--- src/rtl/uart_cmd_ctrl.sv ---
// rtl/uart_cmd_ctrl.sv - UART byte-to-command framing controller (optional checksum via UART_CMD_CKSUM_EN)
module uart_cmd_ctrl #(
    parameter int NUM_BYTES  = 3,
    parameter int TMO_CYCLES = 50000,
    parameter int TMO_W      = 16
) (
    input  logic                   clk,
    input  logic                   rst,
    input  logic                   rx_rdy,
    input  logic [7:0]             rx_data,
    output logic                   rx_rdy_clr,
    output logic [8*NUM_BYTES-1:0] cmd,
    output logic                   cmd_rdy,
    input  logic                   clr_cmd_rdy,
    output logic                   cmd_ovr,
    output logic                   tmo,
    output logic                   cksum_err
);

`ifdef UART_CMD_CKSUM_EN
    // One trailing checksum byte follows the payload.
    localparam int FRAME_LEN = NUM_BYTES + 1;
`else
    localparam int FRAME_LEN = NUM_BYTES;
`endif
    localparam int CMD_W = 8 * NUM_BYTES;
    localparam int CNT_W = $clog2(FRAME_LEN + 2);
    localparam logic [CNT_W-1:0] FRAME_LAST = CNT_W'(FRAME_LEN);
    localparam logic [TMO_W-1:0] TMO_LAST   = TMO_W'(TMO_CYCLES - 1);

    typedef enum logic [1:0] {
        IDLE    = 2'd0,
        ACK     = 2'd1,
        COLLECT = 2'd2
    } state_t;

    state_t             state_q;
    logic [CMD_W-1:0]   asm_q;
    logic [CNT_W-1:0]   byte_cnt_q;
    logic [TMO_W-1:0]   tmo_cnt_q;
    logic [CMD_W-1:0]   cmd_q;
    logic               cmd_rdy_q;
    logic               cmd_ovr_q;
    logic               rx_rdy_clr_q;
    logic               tmo_q;

    logic [CMD_W-1:0]   asm_d;
    logic [CNT_W-1:0]   byte_cnt_d;
    logic               payload_byte;
    logic               frame_ok;

    assign asm_d      = {asm_q[CMD_W-9:0], rx_data};
    assign byte_cnt_d = byte_cnt_q + CNT_W'(1);

`ifdef UART_CMD_CKSUM_EN
    localparam logic [CNT_W-1:0] PAYLOAD_LEN = CNT_W'(NUM_BYTES);
    logic [7:0] sum_q;
    logic       cksum_err_q;

    // The checksum byte is counted and summed but never shifted into the command.
    assign payload_byte = (byte_cnt_q < PAYLOAD_LEN);
    // Payload sum plus checksum byte must come to all ones.
    assign frame_ok     = (sum_q == 8'hFF);
    assign cksum_err    = cksum_err_q;
`else
    assign payload_byte = 1'b1;
    assign frame_ok     = 1'b1;
    assign cksum_err    = 1'b0;
`endif

    // Framing FSM: capture, acknowledge, complete or time out a frame.
    always_ff @(posedge clk) begin
        if (rst) begin
            state_q      <= IDLE;
            asm_q        <= '0;
            byte_cnt_q   <= '0;
            tmo_cnt_q    <= '0;
            cmd_q        <= '0;
            cmd_rdy_q    <= 1'b0;
            cmd_ovr_q    <= 1'b0;
            rx_rdy_clr_q <= 1'b0;
            tmo_q        <= 1'b0;
`ifdef UART_CMD_CKSUM_EN
            sum_q        <= '0;
            cksum_err_q  <= 1'b0;
`endif
        end else begin
            rx_rdy_clr_q <= 1'b0;
            tmo_q        <= 1'b0;
`ifdef UART_CMD_CKSUM_EN
            cksum_err_q  <= 1'b0;
`endif
            // Consumer acknowledge; a completion later in this block overrides it.
            if (clr_cmd_rdy) begin
                cmd_rdy_q <= 1'b0;
                cmd_ovr_q <= 1'b0;
            end
            case (state_q)
                IDLE, COLLECT: begin
                    if (rx_rdy) begin
                        if (payload_byte) begin
                            asm_q <= asm_d;
                        end
`ifdef UART_CMD_CKSUM_EN
                        sum_q <= sum_q + rx_data;
`endif
                        byte_cnt_q   <= byte_cnt_d;
                        tmo_cnt_q    <= '0;
                        rx_rdy_clr_q <= 1'b1;
                        state_q      <= ACK;
                    end else if (state_q == COLLECT) begin
                        if (tmo_cnt_q == TMO_LAST) begin
                            // Stale partial frame: drop it without touching cmd.
                            tmo_q      <= 1'b1;
                            asm_q      <= '0;
                            byte_cnt_q <= '0;
                            tmo_cnt_q  <= '0;
`ifdef UART_CMD_CKSUM_EN
                            sum_q      <= '0;
`endif
                            state_q    <= IDLE;
                        end else begin
                            tmo_cnt_q <= tmo_cnt_q + TMO_W'(1);
                        end
                    end
                end
                ACK: begin
                    if (byte_cnt_q == FRAME_LAST) begin
                        byte_cnt_q <= '0;
`ifdef UART_CMD_CKSUM_EN
                        sum_q      <= '0;
`endif
                        state_q    <= IDLE;
                        if (frame_ok) begin
                            cmd_q     <= asm_q;
                            cmd_rdy_q <= 1'b1;
                            // Overrun only if the old command was neither consumed nor being consumed now.
                            cmd_ovr_q <= ~clr_cmd_rdy & (cmd_ovr_q | cmd_rdy_q);
                        end else begin
`ifdef UART_CMD_CKSUM_EN
                            cksum_err_q <= 1'b1;
`endif
                        end
                    end else begin
                        state_q <= COLLECT;
                    end
                end
                default: state_q <= IDLE;
            endcase
        end
    end

    assign rx_rdy_clr = rx_rdy_clr_q;
    assign cmd        = cmd_q;
    assign cmd_rdy    = cmd_rdy_q;
    assign cmd_ovr    = cmd_ovr_q;
    assign tmo        = tmo_q;

endmodule

--- config.mk ---
export PLATFORM = sky130hd
export DESIGN_NAME = uart_cmd_ctrl
export DESIGN_NICKNAME = d
export VERILOG_FILES = /design/src/rtl/uart_cmd_ctrl.sv
export SDC_FILE = /design/constraint.sdc
export NUM_CORES = 1
export LEC_CHECK = 0
export CAP_MARGIN = 40
export CORE_MARGIN = 2
export CORE_UTILIZATION = 48
export CTS_CLUSTER_SIZE = 28
export DETAILED_ROUTE_END_ITERATION = 6
export GPL_ROUTABILITY_DRIVEN = 0
export PLACE_DENSITY = 0.75
export SLEW_MARGIN = 20
export SYNTH_ARGS = -nofsm -noshare
export SYNTH_HDL_FRONTEND = slang
export SYNTH_SLANG_ARGS = --single-unit
--- constraint.sdc ---
create_clock -name clk -period 1.65 [get_ports clk]
set_input_delay 0.2475 -clock clk [delete_from_list [all_inputs] [get_ports clk]]
set_output_delay 0.2475 -clock clk [all_outputs]
set_load 0.005 [all_outputs]
==> reports/summary.txt, run 1 <==
Final setup violation count: 0
Syn nets: 323
CTS tree: built
Crit Path Category: register to register
Worst-margin pin slew: 0.5657 ns
Clk buf depth: 2
Vias in the first global route: 2145
Cells after Synth: 308
Flops & latches, synth: 73
Hold path depth: 2
Gr usage total: 20.29%
Post-route cell area: 3767 sq um
Initial core utilization: 49.07%
Final Skew: 0.01266 ns
Diode count: 0
Startpoint types: register
Smallest hold slack: 0.4560 ns
Buffers on Ports: 39
WL/cell: 14.22 um
Async SR Flop Fraction: 0%
Maximum vdd drop: 0.5149 mV
Netlist cell types: 49
Status: finished, final reports clean
Post CTS Setup Buffer Count: 0
Most used flip-flop cell after synthesis: dfxtp_1
Worst Path Required: 1.88 ns
Area delta synth->final: 32.00%
Std-Cell Rows: 28
DRT iter0 DRCs: 164
Final ANT Viol Nets: 0
Initial antenna violation count: 0
Syn_area_per_cell: 9.266 sq um
Clock transition at the registers of the reported paths: 0.08 ns
Part of the Yosys area used for sequential elements: 51.21%
Endpoints failing hold: 0
GRT overflow: 0
Maxcap violations: 0
Share of layout cells above drive strength 1: 16.49%
Die width: 81.11 um
Sink Count: 73
Core area: 5816 sq um
Routed vias: 2458
H-tree Lvls: 3
Critical Path End Type: register
Vias/cell: 5.450
Tcrit/Tclk final: 96.26%
Setup repair after global routing missed its margin: yes
Final wirelength: 6415 um
Hold Crit Class: register to register
Yosys warns: 0
Hpwl dp: 4350 um
PwrDens: 924.8 nW/um^2
CTS buffer count: 9
Die height: 81.11 um
Pleak: 1.360 nW
Placed cell area: 3516 sq um
Mapped Area: 2854 sq um
Arrival @ worst endpoint: 1.81 ns
Remaining DRCs: 0
Initial DRT Pass Iterations: 4
Clock latency on the worst-skew pair: 0.34 ns
Slew HR: 62.21%
Final Max Slew Viols: 0
Die area: 6579 sq um
Min cycle time layout: 1.588 ns
Timing-limited maximum frequency: 629.6 MHz
Cells after DPL: 436
Final TNS setup: 0 ns
Largest net degree at the start of global routing: 26
Io pins: 41
Critical path peak fanout: 24
Fin nets: 387
EDFF count, synth: 0
Reg2Reg Depth: 4
First-pass GRT wire length: 10240 um
Root buffer cell: clkbuf_8
Final Non-Filler Cells: 451
metrics by stage:
stage / power (mW) / setup WS (ns) / util, %
2_1_floorplan: 1.962 / 0.06505 / -
3_3_place_gp: 2.042 / -0.07341 / 60.46
3_5_place_dp: 2.047 / -0.1061 / 60.46
4_1_cts: 3.505 / 0.02587 / 64.05
5_1_grt: 3.608 / -0.001748 / 64.78
6_report: 3.484 / 0.06166 / 64.78
final timing paths:
kind / end / slack (ns) / from
min reg2reg: cmd[2] / 0.46 / cmd[2]
max reg2reg: asm_q[11] / 0.06 / tmo_cnt_q[11]
max: asm_q[11] / 0.06 / tmo_cnt_q[11]
min: cmd[2] / 0.46 / cmd[2]
timing repair:
| action | in CTS | in global routing |
|---|---|---|
| endpoints found under the setup margin | 0 | 37 |
| gates resized for setup | 0 | 10 |
| hold buffers | 0 | 0 |
critical path, stage by stage, from the launching register on:
cell	delay [ns]
dfxtp_2	0.34
nor4b_4	0.36
nand4_4	0.19
o21a_4	0.33
a22o_1	0.26
layer usage:
metal	vias to the layer above	part of all wire [%]	track usage [%]
met1	1163	48	28.49
met5	-	0	0
li1	1219	-	-
met4	0	1.1	6.610
met2	68	46	30.08
met3	8	5.3	5.667
power breakdown:
group / internal [mW] / switching, mW
clock: 0.843 / 0.633
sequential: 1.79 / 0.0262
combinational: 0.0946 / 0.0935
synth_stat cells (2+ instances only):
master	n	area, sq um
buf_4	2	15.01
o2111ai_1	2	17.52
nand3_1	5	25.02
xnor2_1	5	43.79
xor2_1	3	26.28
buf_2	3	15.01
dfxtp_1	73	1461
nand2b_1	6	37.54
nor4_1	2	12.51
ha_1	3	37.54
nand2_1	59	221.5
a21oi_1	32	160.2
o311ai_0	2	17.52
nor2_1	14	52.55
nor3_1	6	30.03
buf_6	2	22.52
and4_1	2	17.52
and3_1	4	25.02
inv_1	4	15.01
nand4_1	12	75.07
a22o_1	24	210.2
nor2b_1	4	25.02
clkbuf_1	12	45.04
and2_1	2	12.51
logic make-up after synthesis:
group,synth area share (%)
simple gates,23.41
flops,51.21
compound gates,17.36
buf+inv,4.120
xor+xnor,2.455
fa+ha+maj,1.315
other cells,0.1314
flip-flops by register name (all words and copies together), names as in the netlist:
| signal | count |
|---|---|
| cmd_rdy | 1 |
| asm_q | 24 |
| state_q | 2 |
| byte_cnt_q | 3 |
| cmd | 24 |
| rx_rdy_clr | 1 |
| tmo | 1 |
| tmo_cnt_q | 16 |
| cmd_ovr | 1 |
cell type report:
class | count | area [sq um]
well taps | 75 | 93.84
inverters | 4 | 15.01
clock buffers | 10 | 127.6
multi-input cells | 211 | 1315
flip-flops and latches | 73 | 1464
clock inverters | 5 | 81.33
fillers | 492 | 2048
repair buffers | 73 | 670.6
cell usage in the layout, fill, tap and decap left out, types with 2 or more instances in the layout:
master           count
a21oi_1             32
a22o_1              24
and2_1               2
and3_1               3
and4_1               2
buf_12               2
buf_4               32
bufinv_16            2
clkbuf_8             9
clkdlybuf4s50_1     39
dfxtp_1             71
dfxtp_2              2
ha_1                 3
inv_1                4
nand2_1             59
nand2b_1             6
nand3_1              4
nand4_1             12
nor2_1              14
nor2b_1              4
nor3_1               6
nor4b_4              2
o2111ai_1            2
o311ai_1             2
xnor2_1              5
xor2_1               3
(Power assumes the default switching activity.)
==> run 2: changes to the inputs <==
--- a/config.mk
+++ b/config.mk
@@ -5,7 +5,7 @@
 export SDC_FILE = /design/constraint.sdc
 export NUM_CORES = 1
 export LEC_CHECK = 0
-export CAP_MARGIN = 40
+export CAP_MARGIN = 20
 export CORE_MARGIN = 2
 export CORE_UTILIZATION = 48
 export CTS_CLUSTER_SIZE = 28
==> results of run 2 <==
The final DEF is identical to that of run 1; final timing and power are the same.
==> run 3: changes to the inputs <==
--- a/config.mk
+++ b/config.mk
@@ -7,12 +7,14 @@
 export LEC_CHECK = 0
 export CAP_MARGIN = 20
 export CORE_MARGIN = 2
-export CORE_UTILIZATION = 48
+export CORE_UTILIZATION = 50
+export CTS_BUF_LIST = sky130_fd_sc_hd__clkbuf_8
 export CTS_CLUSTER_SIZE = 28
 export DETAILED_ROUTE_END_ITERATION = 6
 export GPL_ROUTABILITY_DRIVEN = 0
-export PLACE_DENSITY = 0.75
+export PLACE_DENSITY = 0.77
 export SLEW_MARGIN = 20
 export SYNTH_ARGS = -nofsm -noshare
 export SYNTH_HDL_FRONTEND = slang
 export SYNTH_SLANG_ARGS = --single-unit
+export TNS_END_PERCENT = 10
==> run 3 against run 2 <==
Flip-flop and latch count stayed put. Register-to-register slack about the same. Wire length grew 4.9%. First-iteration DRC count is 40% higher. Clock-buffer cell count fell by 1. Non-clock buffer count unchanged. Worst hold slack got worse by 0.0024 ns. Utilization increased by 4.7 points. Total power decreased by 1.6%.
==> reports/summary.txt, run 3 (same netlist as run 1, synthesis figures left out) <==
Maxcap violations: 0 (unchanged)
Tcrit/Tclk final: 96.44% (+0.18 points)
# hold bufs at CTS: 0 (unchanged)
Fillers: 429 (-13%)
Final wirelength: 6729 um (+4.9%)
Worst-path cell chain: buf_4 > and3_1 > nand3_2 > or4_1 > a21oi_1
Hold path startpoint: cmd[14]
Final TNS setup: 0 ns (unchanged)
DRT iter0 DRCs: 229 (+40%)
Sw Ratio: 24.07% (+2.5 points)
CTS tree: built
Origin of the critical flop-to-flop path: tmo_cnt_q[7]
Critical Path End Type: register
Endpoints failing hold: 0 (unchanged)
Sink Count: 73 (unchanged)
Share of layout cells above drive strength 1: 18.52% (+2.0 points)
CP max-delay cell: or4_1
Setup ws final: 0.05870 ns (-0.002957 ns)
WL/cell: 14.95 um (+5.1%)
Fin nets: 388 (+0.26%)
Diode count: 0 (unchanged)
Initial core utilization: 51.83% (+2.8 points)
Io pins: 41 (unchanged)
Slowest stage delay, CP: 0.43 ns (+0.07 ns)
Worst Path Required: 1.93 ns (+0.05 ns)
Largest net degree at the start of global routing: 29 (+12%)
Final setup violation count: 0 (unchanged)
Gr usage total: 22.61% (+2.3 points)
Die height: 79.55 um (-1.9%)
Internal: 2.604 mW (-4.7%)
Most common cell after layout, fill and taps aside: dfxtp_1
Core area: 5507 sq um (-5.3%)
Switch Pwr: 825.4 uW (+9.6%)
Reg2Reg Setup Slack: 0.06 ns (about the same)
Worst r2r dst: tmo_cnt_q[14]
Status: finished, final reports clean
First-pass GRT wire length: 11250 um (+9.8%)
Maximum vdd drop: 0.7105 mV (+38%)
Area delta synth->final: 34.11%
Clk pwr share: 41.1% (-1.3 points)
Vias/cell: 5.689 (+4.4%)
Sequential Power Share: 53.1% (+0.9 points)
Reg2Reg Depth: 5 (+1)
Clock transition at the registers of the reported paths: 0.08 ns (about the same)
Final ANT Viol Nets: 0 (unchanged)
GRT overflow: 0 (unchanged)
Critical path peak fanout: 4 (-83%)
Std-Cell Rows: 27 (-3.6%)
Logic gate share of total power: 5.8% (+0.4 points)
Pleak: 1.403 nW (+3.2%)
Root buffer cell: clkbuf_8
Smallest hold slack: 0.4537 ns (-0.002390 ns)
Die width: 79.55 um (-1.9%)
Routed vias: 2560 (+4.1%)
Hold Crit Class: register to register
Multi-input gate area in the final layout: 1379 sq um (+4.9%)
Commonest non-fill, non-tap cells in the layout: dfxtp_1, nand2_1, clkdlybuf4s50_1
Remaining DRCs: 0 (unchanged)
Hold path depth: 2 (unchanged)
Buffers on Ports: 39 (unchanged)
Final Max Slew Viols: 0 (unchanged)
PwrDens: 896.0 nW/um^2 (-3.1%)
Setup repair after global routing missed its margin: no
Arrival @ worst endpoint: 1.87 ns (+0.06 ns)
Seq. cell area: 1464 sq um (unchanged)
CTS buffer count: 9 (unchanged)
H-tree Lvls: 3 (unchanged)
Clk buf depth: 2 (unchanged)
Min cycle time layout: 1.591 ns (+0.002957 ns)
Initial antenna violation count: 0 (unchanged)
Die area: 6328 sq um (-3.8%)
Hpwl dp: 4537 um (+4.3%)
Timing-limited maximum frequency: 628.4 MHz (-0.19%)
Startpoint types: register
Final Skew: 0.009292 ns (-0.003367 ns)
Vias in the first global route: 2369 (+10%)
Clock latency on the worst-skew pair: 0.35 ns (about the same)
Min-Delay Endpoint: cmd[14]
Setup WS pre-CTS: -0.1372 ns (-0.03103 ns)
Initial DRT Pass Iterations: 4 (unchanged)
Crit Path Category: register to register
run 3: per-layer routing:
metal	vias up	track usage (%)	wire length (um)
met5	-	0	0
met4	0	10.52	155
met3	20	4.864	355
met2	75	34.62	3241
met1	1234	30.39	2977
li1	1231	-	-
run 3: power groups by stage:
| stage | clock, mW | combinational (mW) | sequential, mW |
|---|---|---|---|
| global route | 1.51 | 0.219 | 1.83 |
| detailed placement | 0 | 0.187 | 1.86 |
| floorplan | 0 | 0.109 | 1.85 |
| global placement | 0 | 0.184 | 1.86 |
| finish | 1.41 | 0.199 | 1.82 |
| CTS | 1.43 | 0.195 | 1.82 |
run 3: layout make-up:
class,count,share of cell area (%)
flip-flops and latches,73,38.25
repair buffers,73,17.72
multi-input cells,212,36.02
inverters,4,0.3923
clock buffers,9,3.236
clock inverters,7,2.027
well taps,72,2.354
run 3: worst max-delay path by stage:
stage                  start             to  slack, ns  cells past startpoint
5_1_grt        tmo_cnt_q[12]  tmo_cnt_q[15]      0.004                      5
4_1_cts         tmo_cnt_q[0]  tmo_cnt_q[15]   -0.00008                      6
3_3_place_gp          rx_rdy  tmo_cnt_q[14]      -0.06                      5
3_5_place_dp          rx_rdy  tmo_cnt_q[14]      -0.14                      5
2_1_floorplan   tmo_cnt_q[0]      asm_q[10]       0.07                      6
6_report        tmo_cnt_q[7]  tmo_cnt_q[14]       0.06                      5
run 3: critical path: cells and delay by family, from the launching register on:
family,cells,cell delay (ns)
AO/OA/AOI/OAI,1,0.16
buffers and inverters,1,0.15
flip-flops,1,0.39
AND/OR/NAND/NOR,3,0.82
run 3: per-stage QoR:
step	area [sq um]	total power, mW	instances	utilization [%]
3_3_place_gp	3490	2.043	430	63.37
6_report	3827	3.429	450	69.51
4_1_cts	3724	3.447	448	67.62
3_5_place_dp	3490	2.048	430	63.37
5_1_grt	3827	3.559	450	69.51
2_1_floorplan	2854	1.962	308	-
run 3: repair_timing:
| action | 4_1_cts | 5_1_grt |
|---|---|---|
| pin swaps | 1 | 4 |
| setup endpoints to repair | 36 | 39 |
| gates resized for setup | 4 | 19 |
| setup buffers | 1 | 2 |
| gates cloned | 1 | 0 |
